## config.mk

```make
export PLATFORM = sky130hd
export DESIGN_NAME = pipe_hazard_ctrl_flat
export DESIGN_NICKNAME = d
export VERILOG_FILES = /design/src/rtl/pipe_hazard_ctrl_if.sv /design/src/rtl/pipe_hazard_ctrl.sv /design/src/flat_wrapper.sv
export SDC_FILE = /design/constraint.sdc
export NUM_CORES = 1
export LEC_CHECK = 0
export BUFFER_PORTS_ARGS = -buffer_cell sky130_fd_sc_hd__buf_2
export CAP_MARGIN = 10
export CORE_MARGIN = 3
export CORE_UTILIZATION = 54
export CTS_CLUSTER_SIZE = 8
export DETAILED_ROUTE_END_ITERATION = 6
export GPL_TIMING_DRIVEN = 1
export PLACE_DENSITY = 0.87
export SLEW_MARGIN = 20
export SYNTH_ARGS = -nofsm -noshare
export SYNTH_HDL_FRONTEND = slang
export SYNTH_SLANG_ARGS = --single-unit
```

## constraint.sdc

```tcl
create_clock -name clk_i -period 3.44 [get_ports clk_i]
set_input_delay 0.344 -clock clk_i [delete_from_list [all_inputs] [get_ports clk_i]]
set_output_delay 0.344 -clock clk_i [all_outputs]
set_load 0.05 [all_outputs]
```

## src/rtl/pipe_hazard_ctrl_if.sv

```systemverilog
// ID-stage hazard/bypass interface: decoded instruction fields in, pipeline
// control and forwarding selects out.
interface pipe_hazard_ctrl_if #(
  parameter int RADDR_W = 5,
  parameter int LAT_W   = 2,
  parameter int FSEL_W  = 2,
  parameter int CNT_W   = 16
);
  logic               id_valid_i;
  logic [RADDR_W-1:0] id_rs1_i;
  logic [RADDR_W-1:0] id_rs2_i;
  logic               id_rs1_used_i;
  logic               id_rs2_used_i;
  logic               id_rd_we_i;
  logic [RADDR_W-1:0] id_rd_i;
  logic [LAT_W-1:0]   id_rdy_i;
  logic               br_taken_i;
  logic               stall_o;
  logic               flush_o;
  logic [FSEL_W-1:0]  fwd_rs1_sel_o;
  logic [FSEL_W-1:0]  fwd_rs2_sel_o;
  logic [CNT_W-1:0]   stall_cnt_o;

  modport master (
    output id_valid_i, id_rs1_i, id_rs2_i, id_rs1_used_i, id_rs2_used_i,
           id_rd_we_i, id_rd_i, id_rdy_i, br_taken_i,
    input  stall_o, flush_o, fwd_rs1_sel_o, fwd_rs2_sel_o, stall_cnt_o
  );

  modport slave (
    input  id_valid_i, id_rs1_i, id_rs2_i, id_rs1_used_i, id_rs2_used_i,
           id_rd_we_i, id_rd_i, id_rdy_i, br_taken_i,
    output stall_o, flush_o, fwd_rs1_sel_o, fwd_rs2_sel_o, stall_cnt_o
  );
endinterface

```

## src/rtl/pipe_hazard_ctrl.sv

```systemverilog
// Tracks in-flight destination registers behind ID and derives stall, flush,
// forwarding selects and a saturating stall counter.
module pipe_hazard_ctrl #(
  parameter int RADDR_W  = 5,
  parameter int DEPTH    = 3,
  parameter int BR_STAGE = 1,
  parameter int LAT_W    = 2,
  parameter int FSEL_W   = 2,
  parameter int CNT_W    = 16
) (
  input logic              clk_i,
  input logic              rst_n_i,
  pipe_hazard_ctrl_if.slave bus
);

  logic [DEPTH-1:0]   valid_r;
  logic [RADDR_W-1:0] rd_r  [DEPTH];
  logic [LAT_W-1:0]   rdy_r [DEPTH];
  logic [CNT_W-1:0]   stall_cnt_r;

  logic               rs1_match_s;
  logic               rs2_match_s;
  logic [LAT_W-1:0]   rs1_k_s;
  logic [LAT_W-1:0]   rs2_k_s;
  logic [LAT_W-1:0]   rs1_rdy_s;
  logic [LAT_W-1:0]   rs2_rdy_s;
  logic               rs1_hz_s;
  logic               rs2_hz_s;
  logic [FSEL_W-1:0]  rs1_sel_s;
  logic [FSEL_W-1:0]  rs2_sel_s;
  logic               flush_s;
  logic               stall_s;

  // Youngest-match search: scan oldest to youngest so the lowest k wins.
  always_comb begin
    rs1_match_s = 1'b0;
    rs2_match_s = 1'b0;
    rs1_k_s     = '0;
    rs2_k_s     = '0;
    rs1_rdy_s   = '0;
    rs2_rdy_s   = '0;
    for (int k = DEPTH - 1; k >= 0; k--) begin
      if (bus.id_rs1_used_i && (bus.id_rs1_i != '0) && valid_r[k] &&
          (rd_r[k] == bus.id_rs1_i)) begin
        rs1_match_s = 1'b1;
        rs1_k_s     = LAT_W'(k);
        rs1_rdy_s   = rdy_r[k];
      end else begin
        rs1_match_s = rs1_match_s;
      end
      if (bus.id_rs2_used_i && (bus.id_rs2_i != '0) && valid_r[k] &&
          (rd_r[k] == bus.id_rs2_i)) begin
        rs2_match_s = 1'b1;
        rs2_k_s     = LAT_W'(k);
        rs2_rdy_s   = rdy_r[k];
      end else begin
        rs2_match_s = rs2_match_s;
      end
    end
  end

  // Per-source decision: forward when the result already sits in entry k, else hazard.
  always_comb begin
    rs1_hz_s  = 1'b0;
    rs2_hz_s  = 1'b0;
    rs1_sel_s = '0;
    rs2_sel_s = '0;
    if (rs1_match_s && (rs1_k_s >= rs1_rdy_s)) begin
      rs1_sel_s = FSEL_W'(rs1_k_s) + FSEL_W'(1);
    end else if (rs1_match_s) begin
      rs1_hz_s = 1'b1;
    end else begin
      rs1_sel_s = '0;
    end
    if (rs2_match_s && (rs2_k_s >= rs2_rdy_s)) begin
      rs2_sel_s = FSEL_W'(rs2_k_s) + FSEL_W'(1);
    end else if (rs2_match_s) begin
      rs2_hz_s = 1'b1;
    end else begin
      rs2_sel_s = '0;
    end
  end

  // A taken branch only counts when its entry is real; flush beats stall.
  always_comb begin
    flush_s = bus.br_taken_i & valid_r[BR_STAGE];
    stall_s = bus.id_valid_i & (rs1_hz_s | rs2_hz_s) & ~flush_s;
  end

  // Shift register of in-flight writers; wrong-path entries die on flush.
  always_ff @(posedge clk_i or negedge rst_n_i) begin
    if (!rst_n_i) begin
      valid_r <= '0;
      for (int k = 0; k < DEPTH; k++) begin
        rd_r[k]  <= '0;
        rdy_r[k] <= '0;
      end
    end else begin
      for (int k = 1; k < DEPTH; k++) begin
        valid_r[k] <= valid_r[k-1] & ~(flush_s & ((k - 1) < BR_STAGE));
        rd_r[k]    <= rd_r[k-1];
        rdy_r[k]   <= rdy_r[k-1];
      end
      valid_r[0] <= bus.id_valid_i & bus.id_rd_we_i & (bus.id_rd_i != '0) &
                    ~stall_s & ~flush_s;
      rd_r[0]    <= bus.id_rd_i;
      rdy_r[0]   <= bus.id_rdy_i;
    end
  end

  // Saturating count of stall cycles.
  always_ff @(posedge clk_i or negedge rst_n_i) begin
    if (!rst_n_i) begin
      stall_cnt_r <= '0;
    end else if (stall_s && (stall_cnt_r != {CNT_W{1'b1}})) begin
      stall_cnt_r <= stall_cnt_r + CNT_W'(1);
    end else begin
      stall_cnt_r <= stall_cnt_r;
    end
  end

  assign bus.stall_o       = stall_s;
  assign bus.flush_o       = flush_s;
  assign bus.fwd_rs1_sel_o = rs1_sel_s;
  assign bus.fwd_rs2_sel_o = rs2_sel_s;
  assign bus.stall_cnt_o   = stall_cnt_r;

endmodule
```

## src/flat_wrapper.sv

```systemverilog
// flat-port wrapper written by rule: the top's interface ports become plain ports
module pipe_hazard_ctrl_flat 
#(
  parameter int RADDR_W  = 5,
  parameter int DEPTH    = 3,
  parameter int BR_STAGE = 1,
  parameter int LAT_W    = 2,
  parameter int FSEL_W   = 2,
  parameter int CNT_W    = 16
)
  (clk_i, rst_n_i, bus_id_valid_i, bus_id_rs1_i, bus_id_rs2_i, bus_id_rs1_used_i, bus_id_rs2_used_i, bus_id_rd_we_i, bus_id_rd_i, bus_id_rdy_i, bus_br_taken_i, bus_stall_o, bus_flush_o, bus_fwd_rs1_sel_o, bus_fwd_rs2_sel_o, bus_stall_cnt_o);
  pipe_hazard_ctrl_if #(.RADDR_W(RADDR_W), .LAT_W(LAT_W), .FSEL_W(FSEL_W), .CNT_W(CNT_W)) bus_i ();
  input logic clk_i;
  input logic rst_n_i;
  input wire logic [$bits(bus_i.id_valid_i)-1:0] bus_id_valid_i;
  input wire logic [$bits(bus_i.id_rs1_i)-1:0] bus_id_rs1_i;
  input wire logic [$bits(bus_i.id_rs2_i)-1:0] bus_id_rs2_i;
  input wire logic [$bits(bus_i.id_rs1_used_i)-1:0] bus_id_rs1_used_i;
  input wire logic [$bits(bus_i.id_rs2_used_i)-1:0] bus_id_rs2_used_i;
  input wire logic [$bits(bus_i.id_rd_we_i)-1:0] bus_id_rd_we_i;
  input wire logic [$bits(bus_i.id_rd_i)-1:0] bus_id_rd_i;
  input wire logic [$bits(bus_i.id_rdy_i)-1:0] bus_id_rdy_i;
  input wire logic [$bits(bus_i.br_taken_i)-1:0] bus_br_taken_i;
  output wire logic [$bits(bus_i.stall_o)-1:0] bus_stall_o;
  output wire logic [$bits(bus_i.flush_o)-1:0] bus_flush_o;
  output wire logic [$bits(bus_i.fwd_rs1_sel_o)-1:0] bus_fwd_rs1_sel_o;
  output wire logic [$bits(bus_i.fwd_rs2_sel_o)-1:0] bus_fwd_rs2_sel_o;
  output wire logic [$bits(bus_i.stall_cnt_o)-1:0] bus_stall_cnt_o;
  assign bus_i.id_valid_i = bus_id_valid_i;
  assign bus_i.id_rs1_i = bus_id_rs1_i;
  assign bus_i.id_rs2_i = bus_id_rs2_i;
  assign bus_i.id_rs1_used_i = bus_id_rs1_used_i;
  assign bus_i.id_rs2_used_i = bus_id_rs2_used_i;
  assign bus_i.id_rd_we_i = bus_id_rd_we_i;
  assign bus_i.id_rd_i = bus_id_rd_i;
  assign bus_i.id_rdy_i = bus_id_rdy_i;
  assign bus_i.br_taken_i = bus_br_taken_i;
  assign bus_stall_o = bus_i.stall_o;
  assign bus_flush_o = bus_i.flush_o;
  assign bus_fwd_rs1_sel_o = bus_i.fwd_rs1_sel_o;
  assign bus_fwd_rs2_sel_o = bus_i.fwd_rs2_sel_o;
  assign bus_stall_cnt_o = bus_i.stall_cnt_o;
  pipe_hazard_ctrl #(.RADDR_W(RADDR_W), .DEPTH(DEPTH), .BR_STAGE(BR_STAGE), .LAT_W(LAT_W), .FSEL_W(FSEL_W), .CNT_W(CNT_W)) u_core (.clk_i(clk_i), .rst_n_i(rst_n_i), .bus(bus_i));
endmodule
```

Yosys cells after proc, flatten, opt, wreduce, memory -nomap -nowiden
Index checks and enable logic that the tools add are counted.
Cells by class
  $lt $le $gt $ge: 2
  muxes and demuxes: 24
  reductions and logical operators: 20
  bitwise operators: 11
  add/subtract/negate cells: 3
  eq/ne operators: 7
Operators with widths (count)
  $eq A5 B5 Y1: 6
  $mux W2: 14
  $logic_and A1 B1 Y1: 17
  $add A16 B1 Y16 const B: 1
  $ne A16 B16 Y1 const B: 1
  $reduce_bool A5 Y1: 3
  $mux W1: 10
  $and A1 B1 Y1: 8
  $add A2 B1 Y2 const B: 2
  $ge A2 B2 Y1: 2
  $not A1 Y1: 2
  $or A1 B1 Y1: 1
Storage, ports and cells
  logic and storage cells: 75
  output and inout port bits: 22
  bits in registers: 40
  input port bits: 24

Longest topological paths before layout
  word-level depth: 16
  mapped depth: 13

Least setup slack after synthesis
Ideal clock, no wire load.
  path type: input to output
  start point: input port bus_id_rs1_i[1]
  end point: output port bus_stall_o
  path slack: -311 ps
  buffers on the path: 1
  arrival time: 3407 ps
  cell stages on the path: 12
  required time: 3096 ps
  cell sequence: or4_1 > o21ai_2 > nor3_1 > nor2b_1 > a221oi_1 > nor2_1 > ha_1 > nand2b_1 > a21oi_1 > o31ai_4 > buf_6 > a21oi_1
On the way
  longest elaborated chain between the ends: 13
  elaborated cells on any way between the ends: 27
  classes of those cells: order compare (1); eq/ne (3); mux (11); bitwise (3); reduce/logical (9)
RTL lines
  start: declaration: RTL line flat_wrapper.sv:16  | input wire logic [$bits(bus_i.id_rs1_i)-1:0] bus_id_rs1_i;
  $reduce_bool A5 Y1: RTL line pipe_hazard_ctrl.sv:43  | if (bus.id_rs1_used_i && (bus.id_rs1_i != '0) && valid_r[k] &&
  $logic_and A1 B1 Y1 (3 in a row): RTL line pipe_hazard_ctrl.sv:43
  $mux W2 (3 in a row): RTL line pipe_hazard_ctrl.sv:43
  $ge A2 B2 Y1: RTL line pipe_hazard_ctrl.sv:68  | if (rs1_match_s && (rs1_k_s >= rs1_rdy_s)) begin
  $logic_and A1 B1 Y1: RTL line pipe_hazard_ctrl.sv:68
  $mux W1 *: RTL line pipe_hazard_ctrl.sv:68
  $or A1 B1 Y1 *: RTL line pipe_hazard_ctrl.sv:87  | stall_s = bus.id_valid_i & (rs1_hz_s | rs2_hz_s) & ~flush_s;
  $and A1 B1 Y1 * (2 in a row): RTL line pipe_hazard_ctrl.sv:87
  end: declaration: RTL line flat_wrapper.sv:24  | output wire logic [$bits(bus_i.stall_o)-1:0] bus_stall_o;
Every way passes the cells marked *; elsewhere a longest branch is shown, timed or not.

Final worst setup path
  start point: input port bus_id_rs1_i[2]
  end point: output port bus_stall_o
The elaborated chain is that of the path after synthesis.

==> flow_metrics.env <==
export IMPL_status="finished, final reports clean"
export IMPL_h_tree_depth=2
export IMPL_min_period_ns=3.37
export IMPL_final_cell_mix="44 x buf_2, 40 x dfrtp_1, 24 x xnor2_1, 22 x nand2_1, 21 x xor2_1"
export IMPL_num_io_pins=46
export IMPL_wire_per_inst_um=16.0
export IMPL_syn_num_nets=228
export IMPL_rr_endpoint="u_core.bus.stall_cnt_o[10]$_DFFE_PN0P_"
export IMPL_gr_total_overflow=0
export IMPL_fin_crit_sh_pct=97.8
export IMPL_pwr_share_clk_pct=35.7
export IMPL_endpoint_kind="output pin"
export IMPL_seq_area_frac_synth_pct=46.2
export IMPL_p_sw_uw=236
export IMPL_final_common_cell="buf_2"
export IMPL_ys_ff_latch=40
export IMPL_worst_slew_pin_slew_ns=0.874
export IMPL_crit_required_ns=3.10
export IMPL_wl_um=4920
export IMPL_total_leakage_power_uw=0.00123
export IMPL_gp_congestion=0.890
export IMPL_pwr_density_cell_nw_per_um2=348
export IMPL_yosys_area_top_type="dfrtp_1"
export IMPL_synth_edf_count=0
export IMPL_die_h_um=69.4
export IMPL_postCtsSetupRepairBufs=0
export IMPL_finalNetCount=288
export IMPL_fmax_ghz=0.297
export IMPL_crit_type="in -> out"
export IMPL_grt_max_degree=41
export IMPL_synth_top_area_share_pct=46.2
export IMPL_r2r_slack_ns=0.21
export IMPL_synth_distinct_cells=38
export IMPL_worstHoldPathCells=1
export IMPL_start_util_pct=57.5
export IMPL_worst_slack_ns=0.0745
export IMPL_synth_xor_area_share_pct=18.2
export IMPL_p_comb_share_pct=10.0
export IMPL_finalSetupViolCount=0
export IMPL_synth_compound_area_share_pct=11.8
export IMPL_rsz0062_at_grt="yes"
export IMPL_synth_top_family_by_area="XOR/XNOR gates"
export IMPL_arrival_ns=3.02
export IMPL_fin_area_um2=2650
export IMPL_min_from="bus_id_rdy_i[0]"
export IMPL_grt_pass1_wl_um=8120
export IMPL_ir_drop_uv=231
export IMPL_worstHoldEndpoint="u_core.rdy_r[4]$_DFF_PN0_"
export IMPL_antenna_found_initial=0
export IMPL_yosysWarnings=0
export IMPL_async_flop_share_pct=100
export IMPL_n_fill_cell=262
export IMPL_die_area_um2=4810
export IMPL_place_ws_ns=-0.224
export IMPL_root_buffer="clkbuf_8"
export IMPL_drtIter0Drc=141
export IMPL_clk_latency_ns=0.29
export IMPL_cts_tree="built"
export IMPL_synthSimpleGateAreaFrac_pct=17.9
export IMPL_critPathLaunchType="primary input"
export IMPL_placed_area_um2=2510
export IMPL_synthCells=199
export IMPL_ys_flop_type="dfrtp_1"
export IMPL_max_cap_viol_count=0
export IMPL_cts_buffer_depth=2
export IMPL_synth_mux_area_share_pct=1.15
export IMPL_cts_sinks=40
export IMPL_seqPwrFrac_pct=54.3
export IMPL_grt_use_total_pct=21.4
export IMPL_skew_ns=0.00735
export IMPL_ant_nets=0
export IMPL_cts_made_buffers=5
export IMPL_dpl_cell_count=300
export IMPL_r2r_start="u_core.rd_r[12]$_DFF_PN0_"
export IMPL_hold_viol=0
export IMPL_drc=0
export IMPL_rows=22
export IMPL_io_buffers=45
export IMPL_reg2reg_depth=11
export IMPL_dr_pass1_iters=4
export IMPL_min_path_type="in -> reg"
export IMPL_worstPathMaxFanout=10
export IMPL_synthAdderAreaFrac_pct=2.89
export IMPL_final_cells=308
export IMPL_drv_slew=0
export IMPL_slew_headroom_pct=41.7
export IMPL_dieWidth_um=69.4
export IMPL_synthToLayoutAreaGrowth_pct=22.5
export IMPL_drive_gt1_share_pct=31.9
export IMPL_cts_clk_slew_worst_paths_ns=0.08
export IMPL_num_vias=1707
export IMPL_netlist_area_um2=2170
export IMPL_grt_pass1_vias=1691
export IMPL_synth_area_leaders="dfrtp_1 46%, xnor2_1 9.7%, xor2_1 8.5%"
export IMPL_post_dp_hpwl_um=3560
export IMPL_cell_internal_pwr_uw=688
export IMPL_insertedDiodeCount=0
export IMPL_p_sw_share_pct=25.5
export IMPL_via_per_inst=5.54
export IMPL_core_um2=3770
export IMPL_synth_area_per_cell_um2=10.9
-- metrics by stage --
step	power [uW]	setup TNS (ns)	util, %	hold slack (ns)
6_report	924	0	70.4	0.151
5_1_grt	969	-0.0520	70.4	0.139
4_1_cts	925	0	69.7	0.144
3_5_place_dp	597	-0.506	66.7	0.396
3_3_place_gp	594	0	66.7	0.399
2_1_floorplan	553	-0.0771	-	0.0484
-- power groups by stage --
stage	clock network, uW	logic, uW	registers (uW)
after CTS	334	89.9	501
after floorplan	0	47.4	505
after global placement	0	84.8	509
final	330	92.5	502
after detailed placement	0	86.7	510
after global routing	363	103	503
-- cell type report --
type	instances	area [um2]	share of cell area, %
Sequential cell	40	1000	37.7
Tap cell	48	60.1	2.26
Multi-Input combinational cell	152	1170	44.2
Clock buffer	7	86.3	3.25
Clock inverter	1	7.51	0.283
Inverter	5	18.8	0.707
Timing Repair Buffer	55	307	11.6
-- cell usage after synthesis (2+ instances only) --
library cell / instances
dfrtp_1: 40
inv_1: 5
a211oi_1: 9
o21ai_0: 3
nand4b_1: 2
o31ai_4: 2
ha_1: 5
nand3_1: 4
nor3_2: 2
nand2b_1: 3
nand4_1: 5
nor4_1: 3
nor3_1: 4
nor2_1: 9
xor2_1: 21
a21oi_1: 7
a2111oi_0: 4
or2_2: 2
nand2_1: 22
xnor2_1: 24
and4b_4: 2
buf_6: 2
and2_1: 3
or4_1: 2
-- registers in the layout, summed over array words and instances (netlist names) --
signal and count:
u_core.bus.stall_cnt_o 16, u_core.rd_r 15, u_core.rdy_r 6, u_core.valid_r 3
-- what timing repair did --
item | in CTS | in global routing
endpoints found under the setup margin | 2 | 3
pin swaps | 0 | 3
hold buffers | 0 | 0
resized for setup | 4 | 7
-- per-layer routing --
metal	global-route usage, %	vias to the layer above	routed length [um]
met5	0	-	0
met4	7.81	0	101
met3	4.78	10	273
met2	34.3	59	2350
met1	28.5	809	2200
li1	-	829	-
-- how the worst max path moves through the flow --
stage / from / cells past startpoint / end / slack (ns)
after floorplan: bus_id_rs1_i[1] / 12 / bus_stall_o / -0.08
after global placement: bus_id_rs2_i[0] / 13 / u_core.bus.stall_cnt_o[8]$_DFFE_PN0P_ / 0.05
after detailed placement: bus_id_rs1_i[2] / 13 / u_core.bus.stall_cnt_o[11]$_DFFE_PN0P_ / -0.22
after CTS: u_core.rd_r[3]$_DFF_PN0_ / 12 / bus_stall_o / 0.02
after global routing: bus_id_rs1_i[2] / 13 / bus_stall_o / -0.05
final: bus_id_rs1_i[2] / 13 / bus_stall_o / 0.07
-- worst max-delay path, cell delays in order --
cell,delay [ns]
buf_2,0.13
or4_1,0.57
o21ai_4,0.22
nor3_1,0.11
nor2b_1,0.16
a221oi_1,0.26
nor2_1,0.07
ha_1,0.26
nand2b_1,0.16
a21oi_2,0.22
o31ai_4,0.17
a21oi_2,0.17
buf_6,0.17
-- logic make-up after synthesis --
logic type      count (synthesis)
simple gates                   69
buf+inv                         7
fa+ha+maj                       5
mux                             2
xor+xnor                       45
flops                          40
compound gates                 31
Note: power is estimated with default switching activity, not from simulation.
